**config.mk**
```make
export PLATFORM = sky130hd
export DESIGN_NAME = network_injection_arbiter_flat
export DESIGN_NICKNAME = d
export VERILOG_FILES = /design/src/rtl/network_injection_arbiter_if.sv /design/src/rtl/network_injection_arbiter.sv /design/src/flat_wrapper.sv
export SDC_FILE = /design/constraint.sdc
export NUM_CORES = 1
export LEC_CHECK = 0
export ABC_AREA = 1
export CELL_PAD_IN_SITES_DETAIL_PLACEMENT = 1
export CELL_PAD_IN_SITES_GLOBAL_PLACEMENT = 1
export CORE_AREA = 2 2 93 140
export CTS_CLUSTER_SIZE = 8
export DETAILED_ROUTE_END_ITERATION = 16
export DIE_AREA = 0 0 95 142
export HOLD_SLACK_MARGIN = 0.02
export PLACE_DENSITY_LB_ADDON = 0.1
export RECOVER_POWER = 100
export SYNTH_ARGS = -nofsm -noshare
export SYNTH_HDL_FRONTEND = slang
export SYNTH_SLANG_ARGS = --single-unit
```
**constraint.sdc**
```tcl
create_clock -name clk -period 2.5 [get_ports clk]
set_input_delay 0.25 -clock clk [delete_from_list [all_inputs] [get_ports clk]]
set_output_delay 0.25 -clock clk [all_outputs]
set_load 0.005 [all_outputs]
```
**src/rtl/network_injection_arbiter_if.sv**
```systemverilog
// Bundle between the requesters/router and the injection arbiter.
// The request path is a valid/ready handshake. A requester raises
// req_valid[i] with its fields stable, and the transfer happens on the
// rising edge where req_valid[i] and req_ready[i] are both 1.
// req_ready[i] depends only on the slot state and never on req_valid[i].
// The router side is a one-cycle strobe that has no back-pressure.
interface network_injection_arbiter_if #(
    parameter int NUM_REQ        = 4,
    parameter int DEST_WIDTH     = 4,
    parameter int NET_ADDR_WIDTH = 4,
    parameter int DATA_WIDTH     = 6
);
    localparam int ID_W = (NUM_REQ > 1) ? $clog2(NUM_REQ) : 1;

    logic [NUM_REQ-1:0]                req_valid;
    logic [NUM_REQ-1:0]                req_ready;
    logic [NUM_REQ-1:0]                req_read;
    logic [NUM_REQ-1:0]                req_write;
    logic [NUM_REQ*DEST_WIDTH-1:0]     req_dest;
    logic [NUM_REQ*NET_ADDR_WIDTH-1:0] req_src;
    logic [NUM_REQ*DATA_WIDTH-1:0]     req_data;
    logic                              resp_valid;
    logic [DEST_WIDTH-1:0]             destinationAddressOut;
    logic [NET_ADDR_WIDTH-1:0]         requesterAddressOut;
    logic                              readOut;
    logic                              writeOut;
    logic [DATA_WIDTH-1:0]             dataOut;
    logic [ID_W-1:0]                   grant_id;
    logic [3:0]                        outstanding;
    logic                              drop_err;
    logic [1:0]                        fsm_state;

    // The requester and router side, which drives requests and responses.
    modport master (
        output req_valid, req_read, req_write, req_dest, req_src, req_data, resp_valid,
        input  req_ready, destinationAddressOut, requesterAddressOut, readOut, writeOut,
        input  dataOut, grant_id, outstanding, drop_err, fsm_state
    );

    // The arbiter side.
    modport slave (
        input  req_valid, req_read, req_write, req_dest, req_src, req_data, resp_valid,
        output req_ready, destinationAddressOut, requesterAddressOut, readOut, writeOut,
        output dataOut, grant_id, outstanding, drop_err, fsm_state
    );
endinterface

```
**src/rtl/network_injection_arbiter.sv**
```systemverilog
// Injection arbiter. NUM_REQ requesters share one router input port.
// Each requester has a one-entry slot. A round-robin FSM sends one packet
// per INJECT cycle and then holds a programmable idle gap. Reads are
// throttled by an outstanding-read counter, and read responses decrement it.
module network_injection_arbiter #(
    parameter int NUM_REQ         = 4,
    parameter int DEST_WIDTH      = 4,
    parameter int NET_ADDR_WIDTH  = 4,
    parameter int DATA_WIDTH      = 6,
    parameter int INJECT_GAP      = 1,
    parameter int MAX_OUTSTANDING = 4
) (
    input logic clk,
    input logic reset,
    network_injection_arbiter_if.slave bus
);
    localparam int ID_W = (NUM_REQ > 1) ? $clog2(NUM_REQ) : 1;

    localparam logic [1:0] ST_IDLE   = 2'd0;
    localparam logic [1:0] ST_INJECT = 2'd1;
    localparam logic [1:0] ST_GAP    = 2'd2;

    // Slot storage
    logic [NUM_REQ-1:0]        slot_full;
    logic [NUM_REQ-1:0]        slot_read;
    logic [DEST_WIDTH-1:0]     slot_dest [NUM_REQ];
    logic [NET_ADDR_WIDTH-1:0] slot_src  [NUM_REQ];
    logic [DATA_WIDTH-1:0]     slot_data [NUM_REQ];

    // FSM and output registers
    logic [1:0]                state;
    logic [3:0]                gap_cnt;
    logic [ID_W-1:0]           rr_ptr;
    logic [ID_W-1:0]           grant_id;
    logic                      read_out;
    logic                      write_out;
    logic [DEST_WIDTH-1:0]     dest_out;
    logic [NET_ADDR_WIDTH-1:0] src_out;
    logic [DATA_WIDTH-1:0]     data_out;
    logic [3:0]                outstanding;
    logic                      drop_err;

    // Combinational helpers
    logic [NUM_REQ-1:0] legal;
    logic [NUM_REQ-1:0] accept;
    logic [NUM_REQ-1:0] eligible;
    logic               read_room;
    logic               pick_found;
    logic [ID_W-1:0]    pick_idx;
    logic [ID_W-1:0]    scan_id;
    int                 scan_pos;
    logic               inject_read;

    // A request is legal when exactly one of read or write is set.
    // A blocked read stays full but is not eligible.
    always_comb begin
        read_room = (outstanding < 4'(MAX_OUTSTANDING));
        legal     = bus.req_read ^ bus.req_write;
        accept    = bus.req_valid & ~slot_full;
        eligible  = slot_full & (~slot_read | {NUM_REQ{read_room}});
    end

    // Round-robin search: pick the first eligible slot at or after rr_ptr, with wrap-around.
    always_comb begin
        pick_found = 1'b0;
        pick_idx   = '0;
        scan_pos   = 0;
        scan_id    = '0;
        for (int i = 0; i < NUM_REQ; i++) begin
            scan_pos = int'(rr_ptr) + i;
            if (scan_pos >= NUM_REQ) scan_pos = scan_pos - NUM_REQ;
            scan_id = ID_W'(scan_pos);
            if (!pick_found && eligible[scan_id]) begin
                pick_found = 1'b1;
                pick_idx   = scan_id;
            end
        end
    end

    assign inject_read = (state == ST_INJECT) && read_out;

    // Slot fill and clear. A legal request fills its slot. An illegal request is accepted but discarded.
    always_ff @(posedge clk or negedge reset) begin
        if (!reset) begin
            slot_full <= '0;
            slot_read <= '0;
            for (int i = 0; i < NUM_REQ; i++) begin
                slot_dest[i] <= '0;
                slot_src[i]  <= '0;
                slot_data[i] <= '0;
            end
        end else begin
            for (int i = 0; i < NUM_REQ; i++) begin
                if (state == ST_INJECT && grant_id == ID_W'(i)) begin
                    slot_full[i] <= 1'b0;
                end else if (accept[i] && legal[i]) begin
                    slot_full[i] <= 1'b1;
                    slot_read[i] <= bus.req_read[i];
                    slot_dest[i] <= bus.req_dest[i*DEST_WIDTH +: DEST_WIDTH];
                    slot_src[i]  <= bus.req_src[i*NET_ADDR_WIDTH +: NET_ADDR_WIDTH];
                    slot_data[i] <= bus.req_data[i*DATA_WIDTH +: DATA_WIDTH];
                end
            end
        end
    end

    // Injection FSM. The router outputs are registered and are nonzero only during INJECT.
    always_ff @(posedge clk or negedge reset) begin
        if (!reset) begin
            state     <= ST_IDLE;
            gap_cnt   <= '0;
            rr_ptr    <= '0;
            grant_id  <= '0;
            read_out  <= 1'b0;
            write_out <= 1'b0;
            dest_out  <= '0;
            src_out   <= '0;
            data_out  <= '0;
        end else begin
            case (state)
                ST_IDLE: begin
                    if (pick_found) begin
                        state     <= ST_INJECT;
                        grant_id  <= pick_idx;
                        read_out  <= slot_read[pick_idx];
                        write_out <= ~slot_read[pick_idx];
                        dest_out  <= slot_dest[pick_idx];
                        src_out   <= slot_src[pick_idx];
                        data_out  <= slot_data[pick_idx];
                    end
                end
                ST_INJECT: begin
                    rr_ptr    <= (grant_id == ID_W'(NUM_REQ - 1)) ? '0 : grant_id + 1'b1;
                    grant_id  <= '0;
                    read_out  <= 1'b0;
                    write_out <= 1'b0;
                    dest_out  <= '0;
                    src_out   <= '0;
                    data_out  <= '0;
                    if (INJECT_GAP > 0) begin
                        state   <= ST_GAP;
                        gap_cnt <= 4'(INJECT_GAP - 1);
                    end else begin
                        state <= ST_IDLE;
                    end
                end
                ST_GAP: begin
                    if (gap_cnt == 4'd0) state <= ST_IDLE;
                    else gap_cnt <= gap_cnt - 4'd1;
                end
                default: begin
                    state     <= ST_IDLE;
                    grant_id  <= '0;
                    read_out  <= 1'b0;
                    write_out <= 1'b0;
                    dest_out  <= '0;
                    src_out   <= '0;
                    data_out  <= '0;
                end
            endcase
        end
    end

    // Outstanding reads. A response in the same cycle as a read exit cancels it.
    // A response with nothing outstanding is ignored.
    always_ff @(posedge clk or negedge reset) begin
        if (!reset) begin
            outstanding <= '0;
        end else if (inject_read && !bus.resp_valid) begin
            outstanding <= outstanding + 4'd1;
        end else if (!inject_read && bus.resp_valid && outstanding != 4'd0) begin
            outstanding <= outstanding - 4'd1;
        end
    end

    // One-cycle pulse when an illegal request is accepted and dropped.
    always_ff @(posedge clk or negedge reset) begin
        if (!reset) drop_err <= 1'b0;
        else        drop_err <= |(accept & ~legal);
    end

    assign bus.req_ready             = ~slot_full;
    assign bus.destinationAddressOut = dest_out;
    assign bus.requesterAddressOut   = src_out;
    assign bus.readOut               = read_out;
    assign bus.writeOut              = write_out;
    assign bus.dataOut               = data_out;
    assign bus.grant_id              = grant_id;
    assign bus.outstanding           = outstanding;
    assign bus.drop_err              = drop_err;
    assign bus.fsm_state             = state;
endmodule

```
**src/flat_wrapper.sv**
```systemverilog
// flat-port wrapper written by rule: the top's interface ports become plain ports
module network_injection_arbiter_flat 
#(
    parameter int NUM_REQ         = 4,
    parameter int DEST_WIDTH      = 4,
    parameter int NET_ADDR_WIDTH  = 4,
    parameter int DATA_WIDTH      = 6,
    parameter int INJECT_GAP      = 1,
    parameter int MAX_OUTSTANDING = 4
)
  (clk, reset, bus_req_valid, bus_req_read, bus_req_write, bus_req_dest, bus_req_src, bus_req_data, bus_resp_valid, bus_req_ready, bus_destinationAddressOut, bus_requesterAddressOut, bus_readOut, bus_writeOut, bus_dataOut, bus_grant_id, bus_outstanding, bus_drop_err, bus_fsm_state);
  network_injection_arbiter_if #(.NUM_REQ(NUM_REQ), .DEST_WIDTH(DEST_WIDTH), .NET_ADDR_WIDTH(NET_ADDR_WIDTH), .DATA_WIDTH(DATA_WIDTH)) bus_i ();
  input logic clk;
  input logic reset;
  input wire logic [$bits(bus_i.req_valid)-1:0] bus_req_valid;
  input wire logic [$bits(bus_i.req_read)-1:0] bus_req_read;
  input wire logic [$bits(bus_i.req_write)-1:0] bus_req_write;
  input wire logic [$bits(bus_i.req_dest)-1:0] bus_req_dest;
  input wire logic [$bits(bus_i.req_src)-1:0] bus_req_src;
  input wire logic [$bits(bus_i.req_data)-1:0] bus_req_data;
  input wire logic [$bits(bus_i.resp_valid)-1:0] bus_resp_valid;
  output wire logic [$bits(bus_i.req_ready)-1:0] bus_req_ready;
  output wire logic [$bits(bus_i.destinationAddressOut)-1:0] bus_destinationAddressOut;
  output wire logic [$bits(bus_i.requesterAddressOut)-1:0] bus_requesterAddressOut;
  output wire logic [$bits(bus_i.readOut)-1:0] bus_readOut;
  output wire logic [$bits(bus_i.writeOut)-1:0] bus_writeOut;
  output wire logic [$bits(bus_i.dataOut)-1:0] bus_dataOut;
  output wire logic [$bits(bus_i.grant_id)-1:0] bus_grant_id;
  output wire logic [$bits(bus_i.outstanding)-1:0] bus_outstanding;
  output wire logic [$bits(bus_i.drop_err)-1:0] bus_drop_err;
  output wire logic [$bits(bus_i.fsm_state)-1:0] bus_fsm_state;
  assign bus_i.req_valid = bus_req_valid;
  assign bus_i.req_read = bus_req_read;
  assign bus_i.req_write = bus_req_write;
  assign bus_i.req_dest = bus_req_dest;
  assign bus_i.req_src = bus_req_src;
  assign bus_i.req_data = bus_req_data;
  assign bus_i.resp_valid = bus_resp_valid;
  assign bus_req_ready = bus_i.req_ready;
  assign bus_destinationAddressOut = bus_i.destinationAddressOut;
  assign bus_requesterAddressOut = bus_i.requesterAddressOut;
  assign bus_readOut = bus_i.readOut;
  assign bus_writeOut = bus_i.writeOut;
  assign bus_dataOut = bus_i.dataOut;
  assign bus_grant_id = bus_i.grant_id;
  assign bus_outstanding = bus_i.outstanding;
  assign bus_drop_err = bus_i.drop_err;
  assign bus_fsm_state = bus_i.fsm_state;
  network_injection_arbiter #(.NUM_REQ(NUM_REQ), .DEST_WIDTH(DEST_WIDTH), .NET_ADDR_WIDTH(NET_ADDR_WIDTH), .DATA_WIDTH(DATA_WIDTH), .INJECT_GAP(INJECT_GAP), .MAX_OUTSTANDING(MAX_OUTSTANDING)) u_core (.clk(clk), .reset(reset), .bus(bus_i));
endmodule
```
==> results.cfg <==
[outcome]
status = completed

[floorplanning]
coreArea_mm2 = 0.0123
initial_core_util = 0.379
ios = 100
fp.dieH_um = 142
dieArea_mm2 = 0.0135
fp.dieW_um = 95
rows = 50

[finish]
drive_gt1_frac = 0.168
n_antenna_cell = 0
area_delta_synth_final_pct = 30.5
nets = 658
n_fill_cell = 1396
multiInputGateArea_mm2 = 0.00205
post-route-util = 0.495
regArea_mm2 = 0.00238
stdcell_area_mm2 = 0.00610

[setup_path]
cp-start-kind = flop
critPathKind = flop to flop
regToRegStartpoint = u_core.bus.fsm_state[0]
r2r_end = u_core.slot_src[6]
reg2reg_depth = 7
critPathCapture = u_core.slot_src[6]
arrival_ns = 2.52
crit_start = u_core.bus.fsm_state[0]
r2r_slack_ns = 0.21
end_kind = flop
cp.required_ns = 2.72
critPathMaxFanout = 17

[timing]
timing.setup.tns_ns = 0
worstMarginPinSlew_ns = 1.12
setup_viol = 0
min_period_ns = 2.29
grt_setup_unrepaired = false
hold_viol = 0
slew_viol_final = 0
skew_ns = 0.0108
slew-limit-headroom = 0.254
max_freq_mhz = 436
fin_crit_sh = 0.917

[yosys]
avgSynthCellArea_um2 = 9.81
synth_nets = 555
synth_cell_types = 32
ys_top_cells_by_count = nand2_1 (108), nand3_1 (100), dfrtp_1 (95), mux2_2 (57), inv_1 (27)
synth_seq_cells = 95
synth_area_leaders = dfrtp_1 (51%), mux2_2 (14%), nand3_1 (11%)
synth_top_area_frac = 0.509
syn_inst = 476
post-synth-top-count-cell = nand2_1
yosys_most_used_dff = dfrtp_1
yosys.area.top_type = dfrtp_1
ys_warn_count = 0
ys_seq_area_frac = 0.509
synth_edf_count = 0
async_reset_ff_frac = 1.00
synth_area_mm2 = 0.00467

[min_path]
hold_path.class = flop to flop
min_from = u_core.bus.requesterAddressOut[1]

[power]
combPwrFrac = 0.551
swShare = 0.452
powerDensity_mw_per_mm2 = 1520
power_frac_clock = 0.148
seqPwrFrac = 0.301
ir_drop_mv = 0.517
p_int_mw = 5.09
power_leakage_nw = 2.84
switchingPower_mw = 4.20

[grt]
grt_overflow = 0
antenna_found_initial = 0
grt_usage = 0.212
grt_pass1_wl_mm = 21.5
grt_pass1_vias = 4196
grt_max_degree = 53

[routing]
drt-initial-drc-count = 136
drcViolationCount = 0
ant_nets = 0
via_per_inst = 5.17
wirelength_mm = 13.4
num_vias = 3827
drtPass1Iterations = 4
wl_per_cell_um = 18.1

[clocking]
cts_root_buf = clkbuf_16
cts_sinks = 95
numCtsBuffers = 9
clk_pin_slew_worst_paths_ns = 0.07
cts_tree = built
cts-htree-levels = 3
cts.path.max_buffers = 2
post_cts_buffers = 0
insertion_delay_ns = 0.35

[placement]
dpl-instance-area_mm2 = 0.00582
gp_congestion = 0.822
hpwlAfterDp_mm = 9.80
portBuffers = 99

[run]
max_cap_viol_count = 0
placed cells by master, fill, tap and decap left out, types with 4 or more instances in the layout:
cell type / netlist / routed
nand2_1: 108 / 108
nand3_1: 100 / 100
dfrtp_1: 95 / 95
clkdlybuf4s50_1: 0 / 68
mux2_2: 57 / 57
dlygate4sd3_1: 0 / 31
inv_1: 27 / 27
nor2_1: 9 / 9
clkbuf_16: 0 / 9
o21ai_0: 8 / 8
ha_1: 7 / 7
buf_4: 8 / 6
xnor2_1: 5 / 5
inv_2: 4 / 4
nand2_2: 4 / 4
xor2_1: 4 / 4
o21a_1: 4 / 4
clkbuf_2: 0 / 4
critical path, stage by stage (launching register included):
cell      delay [ns]
dfrtp_1         0.46
inv_1           0.10
nor2_1          0.18
clkbuf_1        0.27
nand2_1         0.19
nand3b_1        0.13
clkbuf_2        0.44
mux2_2          0.39
per-layer routing:
layer	vias to the layer above	track usage	wire length, µm
li1	1803	-	-
met3	23	0.0307	447
met1	1907	0.256	5530
met5	-	0	0
met4	0	0.0885	393
met2	94	0.374	7020
kinds of logic (layout without fill, tap and decap cells):
kind of cell / after synthesis / after routing / share of synthesized area
DFF: 95 / 95 / 0.509
adders and majority gates: 8 / 8 / 0.0230
buffers and inverters: 50 / 158 / 0.0536
and+or+nand+nor: 236 / 236 / 0.230
muxes: 57 / 57 / 0.137
xor gates and xnor gates: 10 / 10 / 0.0204
AOI/OAI and AO/OA: 20 / 20 / 0.0265
repair_timing:
action | in CTS | in global routing
hold buffers | 1 | 0
endpoints found under the setup margin | 0 | 12
hold endpoints to repair | 43 | 0
resized for setup | 0 | 1
power groups by stage:
stage	Combinational (mW)	Sequential, mW	Clock, mW
final	5.12	2.80	1.38
after global routing	5.76	2.90	1.48
after CTS	5.27	2.81	1.41
after detailed placement	5.23	2.83	0
after global placement	5.05	2.82	0
after floorplan	3.70	2.64	0
worst min-delay path by stage:
stage	to	slack, ns	cells past startpoint
after floorplan	u_core.bus.dataOut[0]	-0.05	0
after global placement	u_core.slot_src[13]	0.29	1
after detailed placement	u_core.slot_src[13]	0.30	1
after CTS	u_core.slot_dest[14]	0.47	2
after global routing	u_core.slot_src[1]	0.52	1
final	u_core.bus.requesterAddressOut[1]	0.50	2
state kept, by name (all words and copies together) (netlist names):
signal                            cells
u_core.slot_data                     24
u_core.slot_dest                     16
u_core.slot_src                      16
u_core.bus.dataOut                    6
u_core.bus.destinationAddressOut      4
u_core.bus.outstanding                4
u_core.bus.requesterAddressOut        4
u_core.gap_cnt                        4
u_core.slot_full                      4
u_core.slot_read                      4
u_core.bus.fsm_state                  2
u_core.bus.grant_id                   2
u_core.rr_ptr                         2
u_core.bus.drop_err                   1
u_core.bus.readOut                    1
u_core.bus.writeOut                   1
layout make-up:
| cell class | instances | area share |
|---|---|---|
| Inverter | 31 | 0.0191 |
| Tap cell | 156 | 0.0320 |
| Clock inverter | 5 | 0.00965 |
| Multi-Input combinational cell | 331 | 0.336 |
| Timing Repair Buffer | 111 | 0.175 |
| Clock buffer | 11 | 0.0382 |
| Sequential cell | 95 | 0.390 |
through the flow:
stage          worst slack (ns)  hold WS, ns  instances  power (mW)
2_1_floorplan             0.520      -0.0456        476        6.34
3_3_place_gp              0.301        0.288        723        7.87
3_5_place_dp              0.210        0.299        723        8.07
4_1_cts                   0.154        0.469        740        9.50
5_1_grt                  0.0106        0.517        740        10.1
6_report                  0.209        0.503        740        9.29
Power figures use the tool's default switching activity.
